$ cat config.mk
export PLATFORM = sky130hd
export DESIGN_NAME = lif_array
export DESIGN_NICKNAME = d
export VERILOG_FILES = /design/src/rtl/lif_array.sv
export SDC_FILE = /design/constraint.sdc
export NUM_CORES = 1
export LEC_CHECK = 0
export CAP_MARGIN = 20
export CORE_MARGIN = 4
export CORE_UTILIZATION = 39
export CTS_CLUSTER_SIZE = 24
export DETAILED_ROUTE_END_ITERATION = 8
export GPL_TIMING_DRIVEN = 0
export PLACE_DENSITY = 0.58
export RECOVER_POWER = 50
export SETUP_SLACK_MARGIN = 0.05
export SLEW_MARGIN = 20
export SYNTH_ARGS = -nofsm -noshare
export SYNTH_HDL_FRONTEND = slang
export SYNTH_SLANG_ARGS = --single-unit
$ cat constraint.sdc
create_clock -name clk -period 14 [get_ports clk]
set_input_delay 1.4 -clock clk [delete_from_list [all_inputs] [get_ports clk]]
set_output_delay 1.4 -clock clk [all_outputs]
set_load 0.05 [all_outputs]
$ cat src/rtl/lif_array.sv
// Array of leaky integrate-and-fire neurons sharing one input spike vector.
// Each neuron sums signed weights for the active inputs, subtracts a
// shift-based leak, saturates to [0, 2^V_WIDTH-1] and fires a one-cycle pulse
// when the new potential reaches the shared threshold.
// Optional feature macro: LIF_REFRACTORY_EN adds per-neuron refractory
// counters. Without it, REFRAC is ignored and a neuron may fire every step.
module lif_array #(
  parameter int unsigned N_NEURONS = 4,
  parameter int unsigned N_INPUTS  = 4,
  parameter int unsigned V_WIDTH   = 8,
  parameter int unsigned W_WIDTH   = 4,
  parameter int unsigned REFRAC    = 2
) (
  input  logic                                  clk,
  input  logic                                  rst,
  input  logic                                  en,
  input  logic [N_INPUTS-1:0]                   spike_in,
  input  logic [V_WIDTH-1:0]                    threshold,
  input  logic [2:0]                            leak_shift,
  input  logic                                  cfg_we,
  input  logic [$clog2(N_NEURONS*N_INPUTS)-1:0] cfg_addr,
  input  logic [W_WIDTH-1:0]                    cfg_wdata,
  input  logic [$clog2(N_NEURONS)-1:0]          mon_sel,
  output logic [N_NEURONS-1:0]                  spike_out,
  output logic [V_WIDTH-1:0]                    v_mon
);

  localparam int unsigned NW = N_NEURONS * N_INPUTS;
  // Sum width plus one extra bit so V - L + S never wraps before saturation
  localparam int unsigned SW = V_WIDTH + $clog2(N_INPUTS) + 1;
  localparam int unsigned EW = SW + 1;
  localparam int unsigned RW = 4;

  logic [W_WIDTH-1:0] w_q [NW];
  logic [V_WIDTH-1:0] v_q [N_NEURONS];
  logic [V_WIDTH-1:0] vn  [N_NEURONS];
  logic [N_NEURONS-1:0] fire;
  logic [N_NEURONS-1:0] active;

`ifdef LIF_REFRACTORY_EN
  logic [RW-1:0] r_q [N_NEURONS];

  // A neuron integrates only when its refractory counter has run out
  always_comb begin
    for (int n = 0; n < N_NEURONS; n++) begin
      active[n] = (r_q[n] == '0);
    end
  end

  // Refractory counters: load on fire, count down on each enabled step
  always_ff @(posedge clk or posedge rst) begin
    if (rst) begin
      for (int n = 0; n < N_NEURONS; n++) r_q[n] <= '0;
    end else if (en) begin
      for (int n = 0; n < N_NEURONS; n++) begin
        if (r_q[n] != '0) begin
          r_q[n] <= r_q[n] - 1'b1;
        end else if (fire[n]) begin
          r_q[n] <= RW'(REFRAC);
        end
      end
    end
  end
`else
  // No refractory period: every neuron integrates on every enabled step
  always_comb begin
    active = '1;
  end
`endif

  // Weighted sum, leak and saturation for every neuron (purely combinational)
  always_comb begin
    logic [EW-1:0]      acc;
    logic [V_WIDTH-1:0] leak;
    acc  = '0;
    leak = '0;
    fire = '0;
    for (int n = 0; n < N_NEURONS; n++) begin
      acc = '0;
      for (int i = 0; i < N_INPUTS; i++) begin
        if (spike_in[i]) begin
          acc = acc + {{(EW-W_WIDTH){w_q[n*N_INPUTS+i][W_WIDTH-1]}}, w_q[n*N_INPUTS+i]};
        end
      end
      leak = (leak_shift == 3'd0) ? '0 : (v_q[n] >> leak_shift);
      acc  = acc + {{(EW-V_WIDTH){1'b0}}, v_q[n]} - {{(EW-V_WIDTH){1'b0}}, leak};
      if (acc[EW-1]) begin
        vn[n] = '0;
      end else if (|acc[EW-2:V_WIDTH]) begin
        vn[n] = '1;
      end else begin
        vn[n] = acc[V_WIDTH-1:0];
      end
      fire[n] = (threshold != '0) && (vn[n] >= threshold);
    end
  end

  // Membrane potentials and fire pulses; everything but weights holds when en is low
  always_ff @(posedge clk or posedge rst) begin
    if (rst) begin
      for (int n = 0; n < N_NEURONS; n++) v_q[n] <= '0;
      spike_out <= '0;
    end else begin
      for (int n = 0; n < N_NEURONS; n++) begin
        spike_out[n] <= 1'b0;
        if (en && active[n]) begin
          if (fire[n]) begin
            v_q[n]       <= '0;
            spike_out[n] <= 1'b1;
          end else begin
            v_q[n] <= vn[n];
          end
        end
      end
    end
  end

  // Weight table; a same-cycle step already used the old value above
  always_ff @(posedge clk or posedge rst) begin
    if (rst) begin
      for (int k = 0; k < NW; k++) w_q[k] <= '0;
    end else if (cfg_we && (int'(cfg_addr) < int'(NW))) begin
      w_q[cfg_addr] <= cfg_wdata;
    end
  end

  // Monitor register: pre-edge potential of the selected neuron
  always_ff @(posedge clk or posedge rst) begin
    if (rst) begin
      v_mon <= '0;
    end else if (int'(mon_sel) < int'(N_NEURONS)) begin
      v_mon <= v_q[mon_sel];
    end else begin
      v_mon <= '0;
    end
  end

endmodule

**Word level (Yosys, flattened, before mapping)**

Cells that the tools add are included.
Widths: inputs -> output; s select.

- Memories: 0
- RAM bits: 0
- Input port bits: 29
- Bits in registers: 108
- Word-level logic and storage cells: 112
- Bits in read-only memories: 0
- Output and inout port bits: 12
- Bits in latches: 0

- Mux-type cells: 46
- Eq/ne operators: 0
- $add $sub $neg: 20
- $lt $le $gt $ge: 7
- Divide/modulo/power cells: 0
- Shifts and indexed selects: 4
- Multiply operators: 0
- Reductions and logical operators: 11
- Bitwise logic cells: 2

Operator list:

| cell | count |
|---|---|
| $mux 12 | 16 |
| $add 12x12->12 | 12 |
| $mux 8 | 18 |
| $bwmux 64 | 1 |
| $add 12x8->12 | 4 |
| $sub 12x8->12 | 4 |
| $ge 8x8->1 | 4 |
| $shr 8x3->8 | 4 |
| $bmux 8 s2 | 1 |
| $demux 4 s4 | 1 |
| $reduce_or 3->1 | 4 |
| $mux 1 | 8 |
| $reduce_bool 8->1 | 1 |
| $ge 5x5->1 const B | 1 |
| $logic_and 1x1->1 | 5 |
| $lt 5x1->1 const B | 1 |
| $not 4->5 | 1 |
| $mux 4 | 1 |
| $ge 3x3->1 const B | 1 |
| $logic_not 3->1 | 1 |
| $not 2->3 | 1 |

**Logic depth before layout (Yosys ltp)**

Gate-level depths: netlist of run 1.

- Depth in word-level cells: 16
- Depth in mapped cells: 47
- Gate-level depth less buffers: 43

**Worst setup path after synthesis of run 1**

Ideal clock, no wire load.

- Path type: input -> register
- Start: input port spike_in[0]
- End: register v_q[10] in the netlist's numbering
- Data required time: 13899 ps
- Path buffers: 4
- Stages on the path: 46
- Data arrival time: 9485 ps
- Setup slack: 4414 ps
- Setup time: 101 ps
- Cells stage by stage: buf_4 > clkbuf_1 > and2_1 > ha_1 > inv_1 > fa_1 > maj3_1 > nor2_1 > nor2_1 > fa_1 > o21ai_0 > ha_1 > o21a_1 > o31ai_1 > nand2_1 > a21oi_1 > ha_1 > o21a_1 > [10 not listed] > nand2b_1 > a221oi_1 > o21ai_1 > xnor2_1 > xnor2_1 > clkbuf_1 > or2_1 > ha_1 > nand2b_1 > a21oi_1 > o21ai_0 > nand4_1 > nand2_1 > a21oi_1 > a21oi_1 > nand2b_1 > buf_1 > o32ai_1

- Cells in the longest elaborated chain, start to end: 15

RTL lines:

| what | line | text |
|---|---|---|
| start: declaration | 17 | `input logic [N_INPUTS-1:0] spike_in,` |
| $mux 12 * | 81 | `if (spike_in[i]) begin` |
| $add 12x12->12 | 82 | `acc = acc + {{(EW-W_WIDTH){w_q[n*N_INPUTS+i][W_WIDTH-1]}}, w_q[n*N_INPUTS+i]};` |
| $mux 12 * | 81 |  |
| $add 12x12->12 | 82 |  |
| $mux 12 * | 81 |  |
| $add 12x12->12 | 82 |  |
| $mux 12 * | 81 |  |
| $add 12x8->12 * | 86 | `acc = acc + {{(EW-V_WIDTH){1'b0}}, v_q[n]} - {{(EW-V_WIDTH){1'b0}}, leak};` |
| $sub 12x8->12 * | 86 |  |
| $reduce_or 3->1 | 89 | `end else if (\|acc[EW-2:V_WIDTH]) begin` |
| $mux 8 | 89 |  |
| $mux 8 * | 87 | `if (acc[EW-1]) begin` |
| $ge 8x8->1 | 94 | `fire[n] = (threshold != '0) && (vn[n] >= threshold);` |
| $logic_and 1x1->1 | 94 |  |
| $mux 8 * | 107 | `if (fire[n]) begin` |
| end signal: indexed assignment | 111 | `v_q[n] <= vn[n];` |
| end: declaration | 35 | `logic [V_WIDTH-1:0] v_q [N_NEURONS];` |

Mark *: on every way between the ends. The rest lies on a longest branch, timed or not.
A chain may end at the register's enable or synchronous reset.

**Final worst setup path of run 1**

- Start: input port spike_in[0]
- End: register v_q[12] in the netlist's numbering

Same word-level chain as after synthesis.

==> results of run 1 <==
[routing by layer]
| layer | vias up | part of all wire, % | wire [µm] |
|---|---|---|---|
| met3 | 59 | 4.1 | 1670 |
| met2 | 301 | 45 | 18700 |
| li1 | 6410 | - | - |
| met1 | 6029 | 48 | 20000 |
| met4 | 0 | 2.2 | 925 |
| met5 | - | 0 | 0 |
[cell families after synthesis]
family | Yosys count | share of synthesized area (%)
XOR/XNOR | 96 | 5.78
AO/OA/AOI/OAI | 488 | 21.7
flip-flops | 108 | 18.6
AND/OR/NAND/NOR | 495 | 15.7
adder cells (fa/ha/maj) | 238 | 23.1
other | 1 | 0.0258
multiplexers | 114 | 9.13
buffers and inverters | 227 | 5.97
[per-stage QoR]
step | hold slack (ns) | instances
floorplan | 0.471 | 1770
global placement | 0.484 | 2274
detailed placement | 0.485 | 2275
CTS | 0.505 | 2291
global route | 0.516 | 2291
finish | 0.500 | 2291
[synth_stat cells (all sizes together), types with 4 or more instances]
cell type	count	area share [%]
a211o	6	0.36
a211oi	25	1.3
a21boi	6	0.31
a21o	40	2.1
a21oi	119	4.1
a221o	5	0.34
a221oi	5	0.30
a31oi	11	0.47
and2	16	0.69
and3	10	0.43
buf	15	0.49
clkbuf	42	1.1
dfrtp	108	19
fa	52	7.2
ha	180	15
inv	170	4.4
maj3	6	0.41
mux2	69	5.3
mux2i	37	2.5
mux4	8	1.2
nand2	143	3.7
nand2b	32	1.4
nand3	18	0.62
nand3b	8	0.41
nand4	7	0.30
nor2	180	4.6
nor2b	22	0.95
nor3	21	0.72
nor3b	6	0.31
nor4	7	0.30
o2111ai	6	0.36
o211ai	14	0.76
o21a	19	0.98
o21ai	137	4.7
o21ba	4	0.28
o21bai	8	0.41
o22ai	8	0.34
o31a	5	0.30
o31ai	7	0.36
o32ai	32	1.9
or2	4	0.17
or3	11	0.47
xnor2	55	3.3
xor2	41	2.5
[cell type report]
class / count / area (µm²) / share of cell area [%]
clock inverters: 6 / 56.3 / 0.357
flip-flops and latches: 108 / 2700 / 17.1
multi-input cells: 1435 / 11000 / 69.6
clock buffers: 10 / 229 / 1.45
plain buffers: 57 / 229 / 1.45
repair buffers: 37 / 364 / 2.31
well taps: 468 / 586 / 3.71
inverters: 170 / 639 / 4.05
[critical path, delay by kind of cell]
family	cells	cell delay, ns
xor gates and xnor gates	3	0.87
buffers and inverters	6	1.30
and+or+nand+nor	12	1.39
AOI/OAI and AO/OA	16	3.17
adders and majority gates	9	3.13
[flip-flops by register name, indices dropped and copies added, names as in the netlist]
| register | count |
|---|---|
| w_q | 64 |
| spike_out | 4 |
| v_q | 32 |
| v_mon | 8 |
[final timing paths]
path / from / endpoint / slack, ns / depth (start not counted)
max: spike_in[0] / v_q[12] / 2.97 / 46
min: w_q[28] / w_q[28] / 0.50 / 1
max reg2reg: w_q[28] / v_q[12] / 4.31 / 44
min reg2reg: w_q[28] / w_q[28] / 0.50 / 1
max in group asynchronous: rst / v_q[24] / 8.06 / 3
min in group asynchronous: rst / w_q[27] / 2.18 / 2
==> impl_results.rst, run 1 <==
.. list-table::
   :header-rows: 1

   * - Metric
     - Value
   * - Main synth FF type
     - dfrtp_1
   * - Clock-pin transition on the worst setup and hold timing paths
     - 0.08 ns
   * - First-pass iteration count of the detailed router
     - 6
   * - Height of the die
     - 201 µm
   * - Via count normalized by instance count
     - 5.59
   * - Sink Count
     - 108
   * - Number of max-cap violations
     - 2
   * - Overflow after GRT
     - 0
   * - Final Max Tran Viols
     - 111
   * - Number of global-route vias before repair
     - 12,600
   * - Longest Clk Path Bufs
     - 2
   * - Count of buffers inserted at the top-level ports
     - 36
   * - Initial cell density of the core
     - 39.6%
   * - Htree depth
     - 3
   * - Critical Path RT
     - 14.27 ns
   * - Vias after detailed routing
     - 12,800
   * - GR Util met2
     - 33.0%
   * - Startpoint class of the critical path
     - primary input
   * - Setup fix buffers added after clock tree synthesis
     - 0
   * - HPWL after detailed placement
     - 33,700 µm
   * - Fraction of layout cells with a size suffix above 1
     - 6.14%
   * - Placement Setup Slack
     - 2.57 ns
   * - ANT cells
     - 0
   * - Final worst slack
     - 2.97 ns
   * - Finish-stage setup viols
     - 0
   * - Peak per-stage delay on the critical path
     - 0.60 ns
   * - Synthesized instance count
     - 1,767
   * - Met1 global-route usage
     - 28.5%
   * - Cell with the most instances on the worst path
     - ha_1
   * - Clock root buffer master
     - clkbuf_16
   * - RSZ-0062 raised after global routing
     - no
   * - DRT antenna net count
     - 0
   * - Worst setup path category
     - in -> reg
   * - Placement Rows
     - 70
   * - Average routed wire per standard cell
     - 18.0 µm
   * - Most used routing layer
     - met2
   * - Setup skew after layout
     - 0.0122 ns
   * - GR met3 Demand/Resource
     - 2.58%
   * - Sequential cell area fraction in the yosys report
     - 18.6%
   * - First-pass GRT wire length
     - 66,900 µm
   * - Highest fanout seen on the critical path
     - 10
   * - Slew at the pin with the worst max-slew slack
     - 3.08 ns
   * - Number of synthesized flops with an enable pin
     - 0
   * - Sum of routed wire length over all layers
     - 41,300 µm
   * - Final hold violations
     - 0
   * - Area overhead of the layout relative to synthesis
     - 8.58%
   * - Slowest cell on the critical path
     - xnor2_1
   * - Status
     - finished, violations left
   * - Core occupancy in the finished layout
     - 43.0%
   * - Post-synthesis instance area
     - 0.0145 mm²
   * - Final RePlAce weighted congestion
     - 0.966
   * - Most frequent cells in the layout
     - nor2_1, ha_1, inv_1
   * - Worst min-delay path category
     - reg -> reg
   * - Chip width
     - 201 µm
   * - Starting DRT DRC Count
     - 929
   * - Average cell area after synthesis
     - 8.23 µm²
   * - Cell area after layout
     - 0.0158 mm²
   * - Die outline area
     - 0.0404 mm²
   * - Core region area
     - 0.0367 mm²
   * - Number of antenna violations at the first check in global routing
     - 0
   * - Worst Path Arrival
     - 11.30 ns
   * - Count of different cell masters after synthesis
     - 78
   * - Largest net degree at the start of global routing
     - 58
   * - Final-stage net count
     - 2,079
   * - Relative max-transition margin
     - -105%
   * - Total number of yosys warnings
     - 0
   * - Setup total negative slack
     - 0 ns
   * - Clock tree from TritonCTS
     - yes
   * - Capturing element type of the critical path
     - flop
   * - Period Utilization, post-route
     - 78.8%
   * - DRC violations left
     - 0
   * - Tmin final
     - 11.03 ns
   * - FILL cells
     - 3,654
   * - Violations in the final reports
     - capacitance limit, slew limit
   * - Number of hold buffers added after cts
     - 0
   * - Total track usage
     - 20.2%
   * - Highest clock frequency the design can meet
     - 0.0907 GHz
   * - Synthesis-stage register bit count
     - 108
   * - Placed standard-cell area
     - 0.0155 mm²
   * - Fraction of registers with async set/reset
     - 100%
   * - Boundary Pins
     - 41
   * - Number of buffers created by CTS
     - 9
   * - Insertion delay to the later sink of the worst-skew pair
     - 0.38 ns
   * - Gates resized, CTS repair
     - 0
Power of run 1 is left out: the tool's default activity adds up to more than one toggle a clock period on the data nets, which glitch-free logic cannot reach.
==> inputs of run 2 (changes only) <==
Clock period 14 ns to 11.1 ns, I/O delays scaled along.
==> run 2 against run 1 <==
Effect of this change:
- non-clock buffer count decreased by 1
- largest cell class unchanged
- first-iteration DRC count decreased by 3.0%
- the run still ends with capacitance limit, slew limit left
- worst setup slack got worse by 2.1 ns
- sequential share of layout area about the same
- register-to-register slack got worse by 2.6 ns
- critical path depth decreased by 8
- sequential cell count unchanged
- cell count about the same
- via count decreased by 0.17%
==> impl_results.rst, run 2 (synthesis gave the netlist of run 1 again) <==
.. list-table::
   :header-rows: 1

   * - Metric
     - Value
   * - Critical Path RT
     - 11.37 ns (-2.90 ns)
   * - First-pass GRT wire length
     - 66,900 µm (unchanged)
   * - DRT antenna net count
     - 0 (unchanged)
   * - Cell area after layout
     - 0.0158 mm² (about the same)
   * - Via count normalized by instance count
     - 5.58 (-0.13%)
   * - Starting DRT DRC Count
     - 901 (-3.0%)
   * - Worst Path Arrival
     - 10.45 ns (-0.85 ns)
   * - Htree depth
     - 3 (unchanged)
   * - Overflow after GRT
     - 0 (unchanged)
   * - Final Max Tran Viols
     - 111 (unchanged)
   * - Final-stage net count
     - 2,078 (-0.048%)
   * - Highest fanout seen on the critical path
     - 10 (unchanged)
   * - Largest register by flop count
     - w_q
   * - Number of buffers created by CTS
     - 9 (unchanged)
   * - First-pass iteration count of the detailed router
     - 6 (unchanged)
   * - Area overhead of the layout relative to synthesis
     - 8.68% (about the same)
   * - Non-filler cells, final
     - 2,290 (-0.044%)
   * - Chip width
     - 201 µm (unchanged)
   * - Number of max-cap violations
     - 2 (unchanged)
   * - Violations in the final reports
     - capacitance limit, slew limit
   * - Placed Cells
     - 2,275 (unchanged)
   * - Placement Rows
     - 70 (unchanged)
   * - ANT cells
     - 0 (unchanged)
   * - Initial cell density of the core
     - 39.6% (unchanged)
   * - R2R setup slack
     - 1.73 ns (-2.58 ns)
   * - Total track usage
     - 20.2% (unchanged)
   * - Vias after detailed routing
     - 12,800 (-0.17%)
   * - Largest net degree at the start of global routing
     - 58 (unchanged)
   * - Relative max-transition margin
     - -105% (+0.65 points)
   * - Tmin final
     - 10.19 ns
   * - Number of global-route vias before repair
     - 12,600 (unchanged)
   * - Final worst slack
     - 0.913 ns (-2.06 ns)
   * - Status
     - finished, violations left
   * - Fraction of layout cells with a size suffix above 1
     - 6.37% (+0.22 points)
   * - Leading registers by flop count
     - w_q: 64 flops, v_q: 32 flops, v_mon: 8 flops
   * - Finish-stage setup viols
     - 0 (unchanged)
   * - Placed standard-cell area
     - 0.0155 mm² (unchanged)
   * - Sum of routed wire length over all layers
     - 41,200 µm (-0.19%)
   * - HPWL after detailed placement
     - 33,700 µm (unchanged)
   * - Average routed wire per standard cell
     - 18.0 µm (-0.15%)
   * - Insertion delay to the later sink of the worst-skew pair
     - 0.38 ns (about the same)
   * - FILL cells
     - 3,651 (-0.082%)
   * - Capturing element type of the critical path
     - flop
   * - Slew at the pin with the worst max-slew slack
     - 3.07 ns (-0.00979 ns)
   * - Peak per-stage delay on the critical path
     - 0.54 ns (-0.06 ns)
   * - Number of hold buffers added after cts
     - 0 (unchanged)
   * - Number of antenna violations at the first check in global routing
     - 0 (unchanged)
   * - Clock-pin transition on the worst setup and hold timing paths
     - 0.08 ns (about the same)
   * - Core region area
     - 0.0367 mm² (unchanged)
   * - Sink Count
     - 108 (unchanged)
   * - Placement Setup Slack
     - -0.0424 ns (-2.61 ns)
   * - First element of the critical path
     - spike_in[1]
   * - Slowest cell on the critical path
     - clkdlybuf4s50_1
   * - Clock root buffer master
     - clkbuf_16
   * - Height of the die
     - 201 µm (unchanged)
   * - Final hold violations
     - 0 (unchanged)
   * - Period Utilization, post-route
     - 91.8%
   * - Clock tree from TritonCTS
     - yes
   * - Max reg flops
     - 64 (unchanged)
   * - Worst hold path startpoint
     - w_q[28]
   * - DRC violations left
     - 0 (unchanged)
   * - Longest Clk Path Bufs
     - 2 (unchanged)
   * - Startpoint of the most critical register-to-register path
     - w_q[28]
   * - Boundary Pins
     - 41 (unchanged)
   * - Worst min-delay path category
     - reg -> reg
   * - Highest clock frequency the design can meet
     - 0.0982 GHz
   * - RSZ-0062 raised after global routing
     - no
   * - Startpoint class of the critical path
     - primary input
   * - Count of buffers inserted at the top-level ports
     - 36 (unchanged)
   * - Area of combinational cells with multiple inputs
     - 0.0110 mm² (+0.14%)
   * - Die outline area
     - 0.0404 mm² (unchanged)
   * - Most frequent cells in the layout
     - nor2_1, ha_1, inv_1
   * - Worst setup path category
     - in -> reg
   * - Final RePlAce weighted congestion
     - 0.966 (unchanged)
   * - Setup skew after layout
     - 0.0131 ns (+0.000955 ns)
   * - Area taken by flip-flops and latches
     - 0.00270 mm² (unchanged)
==> run 2: changes by cell type in the layout (fill, tap and decap cells not counted), sizes merged <==
cell	delta
clkbuf	-1
==> run 2: final timing paths <==
| check | cells after the start | endpoint |
|---|---|---|
| max in group asynchronous | 3 | v_q[24] |
| worst max register to register | 44 | v_q[12] |
| min in group asynchronous | 2 | w_q[27] |
| worst min-delay path | 1 | w_q[28] |
| worst min register to register | 1 | w_q[28] |
| worst max-delay path | 38 | v_q[5] |
==> run 2: layer usage <==
metal	share of wire (%)	routed length, µm	track usage, %
met3	4.3	1750	2.58
met1	48	19900	28.5
met4	2.2	903	4.89
met5	0	0	0
met2	45	18700	33.0
==> run 2: area by class of cell <==
cell class,instances,area share [%]
buffer,56,1.44
clock buffer,10,1.45
clock inverter,6,0.356
inverter,170,4.05
multi-input combinational,1435,69.6
sequential,108,17.1
tap,468,3.71
timing repair buffer,37,2.30
==> run 2: critical path, delay by kind of cell <==
family / cells / cell delay [ns]
XOR/XNOR: 4 / 0.79
AO/OA/AOI/OAI: 14 / 2.94
multiplexers: 2 / 0.53
adder cells (fa/ha/maj): 5 / 1.86
buffers and inverters: 7 / 2.13
AND/OR/NAND/NOR: 6 / 1.08
==> run 2: through the flow <==
| step | util, % | TNS, ns | hold slack [ns] |
|---|---|---|---|
| final | 43.0 | 0 | 0.500 |
| after CTS | 43.1 | 0 | 0.505 |
| after floorplan | - | 0 | 0.471 |
| after global placement | 42.2 | 0 | 0.484 |
| after detailed placement | 42.3 | -0.196 | 0.485 |
| after global routing | 43.0 | 0 | 0.516 |
==> run 2: repair_timing <==
item,CTS,global route
buffers inserted,0,0
endpoints found under the setup margin,0,16
resized for setup,0,6
Power of run 2 is left out for the same reason.
==> inputs of run 3 (changes only) <==
--- a/config.mk
+++ b/config.mk
@@ -6,11 +6,10 @@
 export NUM_CORES = 1
 export LEC_CHECK = 0
-export CAP_MARGIN = 20
 export CORE_MARGIN = 4
-export CORE_UTILIZATION = 39
+export CORE_UTILIZATION = 40
 export CTS_CLUSTER_SIZE = 24
 export DETAILED_ROUTE_END_ITERATION = 8
 export GPL_TIMING_DRIVEN = 0
-export PLACE_DENSITY = 0.58
+export PLACE_DENSITY = 0.59
 export RECOVER_POWER = 50
 export SETUP_SLACK_MARGIN = 0.05
==> constraint.sdc (replaced) <==
create_clock -name clk -period 11.1 [get_ports clk]
set_input_delay 1.11 -clock clk [delete_from_list [all_inputs] [get_ports clk]]
set_output_delay 1.11 -clock clk [all_outputs]
set_load 0.02 [all_outputs]
==> run 3 against run 2 <==
Effect of this change:
- core utilization grew 1.2 points
- the run still ends with capacitance limit, slew limit left
- count of clock-buffer cells in the layout shrank 1
- critical path type unchanged
- global-route usage grew 1.5 points
- worst setup slack gained 0.060 ns
- sequential cell count is the same
==> impl_results.rst, run 3 (synthesis gave the netlist of run 1 again) <==
.. list-table::
   :header-rows: 1

   * - Metric
     - Value
   * - Area of combinational cells with multiple inputs
     - 0.0110 mm² (about the same)
   * - Max reg flops
     - 64 (unchanged)
   * - Clock-pin transition on the worst setup and hold timing paths
     - 0.08 ns (about the same)
   * - Number of global-route vias before repair
     - 13,200 (+5.1%)
   * - Chip width
     - 199 µm (-1.2%)
   * - Number of antenna violations at the first check in global routing
     - 0 (unchanged)
   * - Boundary Pins
     - 41 (unchanged)
   * - Slew at the pin with the worst max-slew slack
     - 3.78 ns (+0.714 ns)
   * - Slowest cell on the critical path
     - clkdlybuf4s50_1
   * - DRC violations left
     - 0 (unchanged)
   * - Tmin final
     - 10.13 ns (-0.0600 ns)
   * - Final hold violations
     - 0 (unchanged)
   * - Vias after detailed routing
     - 13,100 (+2.2%)
   * - Peak per-stage delay on the critical path
     - 0.56 ns (+0.02 ns)
   * - ANT cells
     - 0 (unchanged)
   * - Setup skew after layout
     - 0.0219 ns (+0.00880 ns)
   * - Destination of the worst hold path
     - w_q[31]
   * - Initial cell density of the core
     - 40.7% (+1.1 points)
   * - Htree depth
     - 3 (unchanged)
   * - Placement Rows
     - 69 (-1.4%)
   * - First-pass GRT wire length
     - 68,500 µm (+2.5%)
   * - HPWL after detailed placement
     - 33,900 µm (+0.57%)
   * - Highest fanout seen on the critical path
     - 10 (unchanged)
   * - Worst hold path startpoint
     - w_q[31]
   * - Leading registers by flop count
     - w_q: 64 flops, v_q: 32 flops, v_mon: 8 flops
   * - Die outline area
     - 0.0395 mm² (-2.4%)
   * - Most frequent cells in the layout
     - nor2_1, ha_1, inv_1
   * - Finish-stage setup viols
     - 0 (unchanged)
   * - Overflow after GRT
     - 0 (unchanged)
   * - Average routed wire per standard cell
     - 18.2 µm (+1.3%)
   * - Clock root buffer master
     - clkbuf_16
   * - Final Max Tran Viols
     - 111 (unchanged)
   * - Fraction of layout cells with a size suffix above 1
     - 6.48% (+0.11 points)
   * - Placed Cells
     - 2,268 (-0.31%)
   * - RSZ-0062 raised after global routing
     - no
   * - Relative max-transition margin
     - -152% (-48 points)
   * - R2R setup slack
     - 1.75 ns (+0.02 ns)
   * - Sink Count
     - 108 (unchanged)
   * - Worst r2r path cells
     - 44 (unchanged)
   * - First-pass iteration count of the detailed router
     - 5 (-1)
   * - Status
     - finished, violations left
   * - Number of buffers created by CTS
     - 9 (unchanged)
   * - Largest net degree at the start of global routing
     - 66 (+14%)
   * - FILL cells
     - 3,643 (-0.22%)
   * - Area overhead of the layout relative to synthesis
     - 8.75% (about the same)
   * - Insertion delay to the later sink of the worst-skew pair
     - 0.39 ns (about the same)
   * - Clock tree from TritonCTS
     - yes
   * - Number of max-cap violations
     - 2 (unchanged)
   * - Worst min-delay path category
     - reg -> reg
   * - End of the worst register-to-register path
     - v_q[13]
   * - Largest register by flop count
     - w_q
   * - Worst Path Arrival
     - 10.40 ns (-0.05 ns)
   * - Longest Clk Path Bufs
     - 2 (unchanged)
   * - Startpoint class of the critical path
     - primary input
   * - Non-filler cells, final
     - 2,283 (-0.31%)
   * - Period Utilization, post-route
     - 91.2% (-0.54 points)
   * - Core region area
     - 0.0357 mm² (-2.6%)
   * - Via count normalized by instance count
     - 5.72 (+2.5%)
   * - Worst setup path category
     - in -> reg
   * - Area taken by flip-flops and latches
     - 0.00270 mm² (unchanged)
   * - Total track usage
     - 21.6% (+1.5 points)
   * - Height of the die
     - 199 µm (-1.2%)
   * - Startpoint of the most critical register-to-register path
     - w_q[28]
   * - Number of cells traversed by the worst hold path
     - 1 (unchanged)
   * - DRT antenna net count
     - 0 (unchanged)
   * - Final RePlAce weighted congestion
     - 0.952 (-1.4%)
   * - Critical Path RT
     - 11.38 ns (about the same)
   * - Sum of routed wire length over all layers
     - 41,600 µm (+0.94%)
   * - Highest clock frequency the design can meet
     - 0.0987 GHz (+0.59%)
   * - Count of buffers inserted at the top-level ports
     - 36 (unchanged)
   * - Capturing element type of the critical path
     - flop
   * - Final-stage net count
     - 2,078 (unchanged)
   * - Violations in the final reports
     - capacitance limit, slew limit
   * - Starting DRT DRC Count
     - 718 (-20%)
run 3: cell count changes in the layout (fill, tap and decap cells not counted), moves of 2 or more:
cell,previous run,this run
clkinv_4,2,0
clkinv_8,0,2
clkbuf_1,41,39
clkbuf_2,2,4
run 3: worst max-delay path, delay by kind of cell:
family	cells	cell delay, ns
compound gates	14	2.75
xor+xnor	4	0.93
simple gates	6	1.05
buf+inv	7	2.23
mux	2	0.46
fa+ha+maj	5	1.82
run 3: area by class of cell:
class | instances | share of cell area [%]
Multi-Input combinational cell | 1435 | 69.5
Buffer | 56 | 1.46
Tap cell | 461 | 3.65
Clock buffer | 9 | 1.42
Inverter | 170 | 4.04
Clock inverter | 7 | 0.530
Timing Repair Buffer | 37 | 2.30
Sequential cell | 108 | 17.1
run 3: routing by layer:
layer  part of all wire [%]  GRT usage, %  routed length (µm)  vias to the layer above
met4                    2.6          6.84                1090                        0
met3                    4.4          2.64                1810                       80
met5                      0             0                   0                        -
li1                       -             -                   -                     6414
met1                     46          29.1               19000                     6278
met2                     47          36.4               19700                      286
run 3: worst max path at each step:
stage	startpoint	end	slack, ns	cells after the start
3_5_place_dp	spike_in[0]	v_q[13]	-0.003	46
6_report	spike_in[1]	v_q[3]	0.97	38
4_1_cts	spike_in[0]	v_q[13]	0.37	46
5_1_grt	spike_in[1]	v_q[2]	0.09	36
3_3_place_gp	spike_in[0]	v_q[10]	0.02	46
2_1_floorplan	spike_in[0]	v_q[10]	1.80	46
run 3: through the flow:
stage	utilization [%]	instance area, µm²	setup TNS, ns	hold slack (ns)	worst slack (ns)
2_1_floorplan	-	14500	0	0.471	1.80
4_1_cts	44.3	15800	0	0.505	0.366
5_1_grt	44.2	15800	0	0.514	0.0881
3_3_place_gp	43.3	15500	0	0.484	0.0197
3_5_place_dp	43.4	15500	-0.00270	0.485	-0.00270
6_report	44.2	15800	0	0.505	0.973
run 3: timing repair:
action | in CTS | in global routing
setup endpoints to repair | 0 | 25
setup buffers | 0 | 0
resized for setup | 0 | 8
hold buffers | 0 | 0
Power of run 3 is left out for the same reason.
==> edit 1: new RTL, config.mk and constraints of run 2 <==
Add a define of `LIF_REFRACTORY_EN`.
--- a/src/rtl/lif_array.sv
+++ b/src/rtl/lif_array.sv
@@ -4,6 +4,8 @@
 // when the new potential reaches the shared threshold.
 // Optional feature macro: LIF_REFRACTORY_EN adds per-neuron refractory
 // counters. Without it, REFRAC is ignored and a neuron may fire every step.
+`define LIF_REFRACTORY_EN
+
 module lif_array #(
   parameter int unsigned N_NEURONS = 4,
   parameter int unsigned N_INPUTS  = 4,
Check against the original RTL: not equivalent (a bounded check fails within 4 cycles, from zero or initial values and one cycle with rst high).
==> edit 1 against run 2 <==
- the run still ends with max-capacitance violations, max-slew violations left
- synthesized area up 7.1%
- sequential cell count is 16 higher
- final area increased by 8.5%
- critical path type unchanged
- sequential share of layout area rose by 1.0 points
- non-clock buffer count is 6 lower
- via count is 7.7% higher
- wire length rose by 6.5%
- register-to-register slack got worse by 230 ps
- setup slack got worse by 410 ps
- largest cell class unchanged
- core utilization increased by 0.78 points
Power is not shown: default switching activity piles up to over one toggle a cycle in this logic, so the estimate is an artifact.
==> edit 1: results (changes against run 2) <==
outcome: "finished, violations left"
violations: "max-capacitance violations, max-slew violations"
whs_endpoint: "r_q[4]"
drive_above_1_share_pct: 8.22  # +1.9 points
grt_usage_pct: 20.3  # +0.069 points
n_antenna_cell: 0  # unchanged
path_max_fanout: 10  # unchanged
cts_made_buffers: 17  # +8
cts_buffer_depth: 2  # unchanged
gpl.final_weighted_congestion: 0.920  # -4.8%
crit-reg2reg-capture: "v_q[26]"
hpwl_mm: 34.8  # +3.3%
root_buffer: "clkbuf_16"
via_per_inst: 5.64  # +1.2%
r2r-start: "w_q[60]"
r2r_setup_slack_ps: 1500  # -230 ps
ys_types: 86  # +10%
grt_max_degree: 68  # +17%
firstDrtPassIters: 5  # -1
drt-initial-drc-count: 943  # +4.7%
reg2regPathDepth: 44  # unchanged
max_cap_viol_count: 2  # unchanged
worst_ep_arrival_time_ps: 10950  # +500 ps
first_global_vias: 13688  # +8.8%
clock_latency_ps: 430  # +50 ps
cpPeakStageDelay_ps: 660  # +120 ps
fin_worst_skew_ps: 9.15  # -3.97 ps
cp_top_family: "buffers and inverters"
synthArstFlopShare_pct: 100  # unchanged
fin_nets: 2175  # +4.7%
ys_top_cells_by_area: "dfrtp_1 (20%), ha_1 (15%), fa_1 (6.7%)"
ys_seq_area_share_pct: 19.9  # +1.3 points
clkTransAtPathRegs_ps: 60  # -20 ps
h-tree-depth: 4  # +1
antenna_found_initial: 2  # +2
routed_wl_mm: 43.9  # +6.5%
io_buffers: 34  # -5.6%
min_path_cells: 1  # unchanged
finalSetupViolations: 0  # unchanged
largest_registers: "w_q x64, v_q x32, r_q x16"
hp-class: "flop to flop"
synth_common_cells: "ha_1 (184), nand2_1 (164), nor2_1 (157), inv_1 (155), o21ai_0 (134)"
cp_slowest_cell: "clkbuf_1"
slew_viol_final: 127  # +14%
relSlewSlack_pct: -149  # -45 points
yosysWarnings: 0  # unchanged
grt_first_pass_wirelength_mm: 71.4  # +6.8%
min_from: "r_q[4]"
edit 1: cell types whose count changed in the layout (fill, tap and decap cells not counted), sizes merged, moves of 11 or more:
cell	delta
a21o	+12
clkbuf	+15
dfrtp	+16
inv	-18
mux2	+11
nand2	+21
nor2	-23
nor2b	+17
o21ai	+22
o32ai	-30
edit 1: cells by family after synthesis:
logic type / after synthesis / synth area share [%]
other: 1 / 0.0241
flip-flops: 124 / 19.9
buffers and inverters: 210 / 5.13
AO/OA/AOI/OAI: 518 / 21.7
AND/OR/NAND/NOR: 541 / 16.6
adder cells (fa/ha/maj): 240 / 21.7
multiplexers: 127 / 9.45
XOR/XNOR: 93 / 5.46
edit 1: worst max-delay path by stage:
stage	slack [ps]	end	start
floorplan	1320	v_q[24]	spike_in[0]
global route	70	v_q[30]	spike_in[2]
finish	510	v_q[26]	spike_in[2]
detailed placement	-100	v_q[25]	spike_in[1]
CTS	280	v_q[26]	spike_in[1]
global placement	-90	v_q[26]	spike_in[1]
edit 1: worst register-to-register path: cells and delay by family (launching register included):
family / cells / cell delay (ps)
simple gates: 11 / 2010
flops: 1 / 340
compound gates: 19 / 3220
fa+ha+maj: 8 / 2820
buf+inv: 3 / 280
xor+xnor: 3 / 850
edit 1: through the flow:
stage / setup TNS, ps / instance area (um^2) / instances / setup slack [ps] / hold WS, ps
after floorplan: 0 / 15600 / 1857 / 1320 / 456
after global placement: -1060 / 16600 / 2409 / -92.7 / 479
after detailed placement: -1330 / 16600 / 2410 / -98.2 / 479
after CTS: 0 / 17200 / 2440 / 283 / 492
after global routing: 0 / 17100 / 2439 / 68.6 / 507
final: 0 / 17100 / 2439 / 506 / 487
edit 1: what timing repair did:
item                                    4_1_cts  5_1_grt
setup buffers                                 0        0
resized for setup                             0        4
endpoints found under the setup margin        0       28
hold endpoints to repair                      0        0
edit 1: metal layers:
metal	global-route usage, %	vias up	share of wire [%]
met3	3.20	50	5.2
met5	0	-	0.064
li1	-	6742	-
met2	34.3	285	48
met1	27.1	6685	45
met4	5.19	4	1.7
edit 1: cell type report:
type	count	area (um^2)
plain buffers	52	208
fillers	3894	22000
clock inverters	6	62.6
inverters	157	591
well taps	518	648
repair buffers	35	344
flip-flops and latches	124	3100
clock buffers	24	492
multi-input cells	1523	11700
==> edit 2: new RTL, flow settings as in run 2 <==
Made on the original files. Put one more register stage on the output `v_mon`, cleared by the reset. The value now appears one clock later. The other outputs are not delayed to match.
--- a/src/rtl/lif_array.sv
+++ b/src/rtl/lif_array.sv
@@ -30,6 +30,8 @@
   localparam int unsigned SW = V_WIDTH + $clog2(N_INPUTS) + 1;
   localparam int unsigned EW = SW + 1;
   localparam int unsigned RW = 4;
+
+  logic [V_WIDTH-1:0] v_mon_s0;
 
   logic [W_WIDTH-1:0] w_q [NW];
   logic [V_WIDTH-1:0] v_q [N_NEURONS];
@@ -127,11 +129,19 @@
   // Monitor register: pre-edge potential of the selected neuron
   always_ff @(posedge clk or posedge rst) begin
     if (rst) begin
+      v_mon_s0 <= '0;
+    end else if (int'(mon_sel) < int'(N_NEURONS)) begin
+      v_mon_s0 <= v_q[mon_sel];
+    end else begin
+      v_mon_s0 <= '0;
+    end
+  end
+
+  always_ff @(posedge clk or posedge rst) begin
+    if (rst) begin
       v_mon <= '0;
-    end else if (int'(mon_sel) < int'(N_NEURONS)) begin
-      v_mon <= v_q[mon_sel];
     end else begin
-      v_mon <= '0;
+      v_mon <= v_mon_s0;
     end
   end
 
Formal check against the unedited RTL: not equivalent (Yosys sat finds a counterexample within 4 cycles, from zero or initial values and one cycle with rst high).
==> edit 2 against run 2 <==
- sequential share of layout area increased by 0.24 points
- setup slack got worse by 110 ps
- wire length increased by 8.6%
- sequential cell count increased by 8
- the run still ends with max-capacitance violations, max-slew violations left
- core utilization increased by 1.1 points
- highest routed layer unchanged
- final area increased by 5.9%
- synthesized area increased by 4.0%
Power is left out: the tool's default activity adds up to more than one toggle a clock period on the data nets, which glitch-free logic cannot reach.
==> edit 2: results (changes against run 2) <==
hpwl_mm: 35.5  # +5.5%
cts_buffer_depth: 2  # unchanged
reg2regPathDepth: 40  # -9.1%
min_path_cells: 0  # -1
grt_use_met2_pct: 36.1  # +3.0 points
grt_usage_pct: 21.6  # +1.4 points
relSlewSlack_pct: -156  # -51 points
synth_ff_type: "dfrtp_1"
synth_common_cells: "ha_1 (180), nor2_1 (176), inv_1 (152), nand2_1 (137), o21ai_0 (122)"
gpl.final_weighted_congestion: 0.929  # -3.8%
clock_latency_ps: 430  # +50 ps
cts_made_buffers: 17  # +8
ys_top_cells_by_area: "dfrtp_1 (19%), ha_1 (15%), fa_1 (6.9%)"
io_buffers: 34  # -5.6%
h-tree-depth: 4  # +1
via_per_inst: 5.70  # +2.2%
ys_types: 89  # +14%
cp_slowest_cell: "fa_1"
grt_max_degree: 65  # +12%
r2r_setup_slack_ps: 1590  # -140 ps
min_from: "v_mon_s0[3]"
drt-initial-drc-count: 889  # -1.3%
grt_first_pass_wirelength_mm: 72.3  # +8.1%
whs_ps: 345  # -156 ps
worst_ep_arrival_time_ps: 10680  # +230 ps
max_cap_viol_count: 2  # unchanged
grt_use_met1_pct: 29.5  # +0.98 points
outcome: "finished, violations left"
drive_above_1_share_pct: 7.96  # +1.6 points
fin_nets: 2132  # +2.6%
first_global_vias: 13660  # +8.6%
firstDrtPassIters: 5  # -1
largest_registers: "w_q x64, v_q x32"
slew_viol_final: 119  # +7.2%
cpPeakStageDelay_ps: 440  # -100 ps
clkTransAtPathRegs_ps: 60  # -20 ps
fin_worst_skew_ps: 8.86  # -4.27 ps
ys_seq_area_share_pct: 19.2  # +0.61 points
whs_endpoint: "v_mon[3]"
crit-reg2reg-capture: "v_q[9]"
path_max_fanout: 10  # unchanged
routed_wl_mm: 44.7  # +8.6%
violations: "max-capacitance violations, max-slew violations"
edit 2: critical path: cells and delay by family:
| family | cells | cell delay, ps |
|---|---|---|
| AO/OA/AOI/OAI | 16 | 3590 |
| XOR/XNOR | 3 | 330 |
| adder cells (fa/ha/maj) | 7 | 2400 |
| buffers and inverters | 5 | 830 |
| multiplexers | 1 | 280 |
| AND/OR/NAND/NOR | 10 | 2140 |
edit 2: what timing repair did:
action,in CTS,in global routing
setup endpoints to repair,0,15
buffers inserted,0,0
gates resized for setup,0,3
hold buffers,0,0
edit 2: how the worst max path moves through the flow:
stage	slack, ps	depth (start not counted)	from	endpoint
after global routing	70	46	spike_in[0]	v_q[15]
after detailed placement	220	42	spike_in[0]	v_q[11]
after global placement	380	42	spike_in[0]	v_q[9]
after floorplan	1840	44	spike_in[0]	v_q[16]
final	800	42	spike_in[0]	v_q[9]
after CTS	630	42	spike_in[0]	v_q[9]
edit 2: layout make-up:
class                      instances  area, um^2
buffer                            60         248
tap                              511         639
multi-input combinational       1486       11400
fill                            3748       21200
timing repair buffer              35         344
sequential                       116        2900
clock inverter                    14         176
clock buffer                      18         439
inverter                         155         583
edit 2: stage by stage:
step	util [%]	setup WS, ps	cells	area (um^2)
after global routing	44.1	68.3	2395	16700
after floorplan	-	1840	1817	15100
after detailed placement	42.6	216	2363	16100
after global placement	42.5	376	2362	16100
after CTS	44.2	631	2395	16800
final	44.1	799	2395	16700
edit 2: cells by family (layout without fill, tap and decap cells):
group	Yosys count	count (layout)	share of synthesized area, %
other cells	1	4	0.0248
compound gates	539	539	23.5
xor+xnor	85	85	5.16
buf+inv	215	282	5.47
fa+ha+maj	237	237	22.1
simple gates	507	507	15.6
mux	114	114	8.91
flops	116	116	19.2
edit 2: layer usage:
metal  wire length [um]  up-vias
li1                   -     6636
met1              20900     6600
met2              20800      343
met3               1770       76
met4               1240        0
met5                  0        -
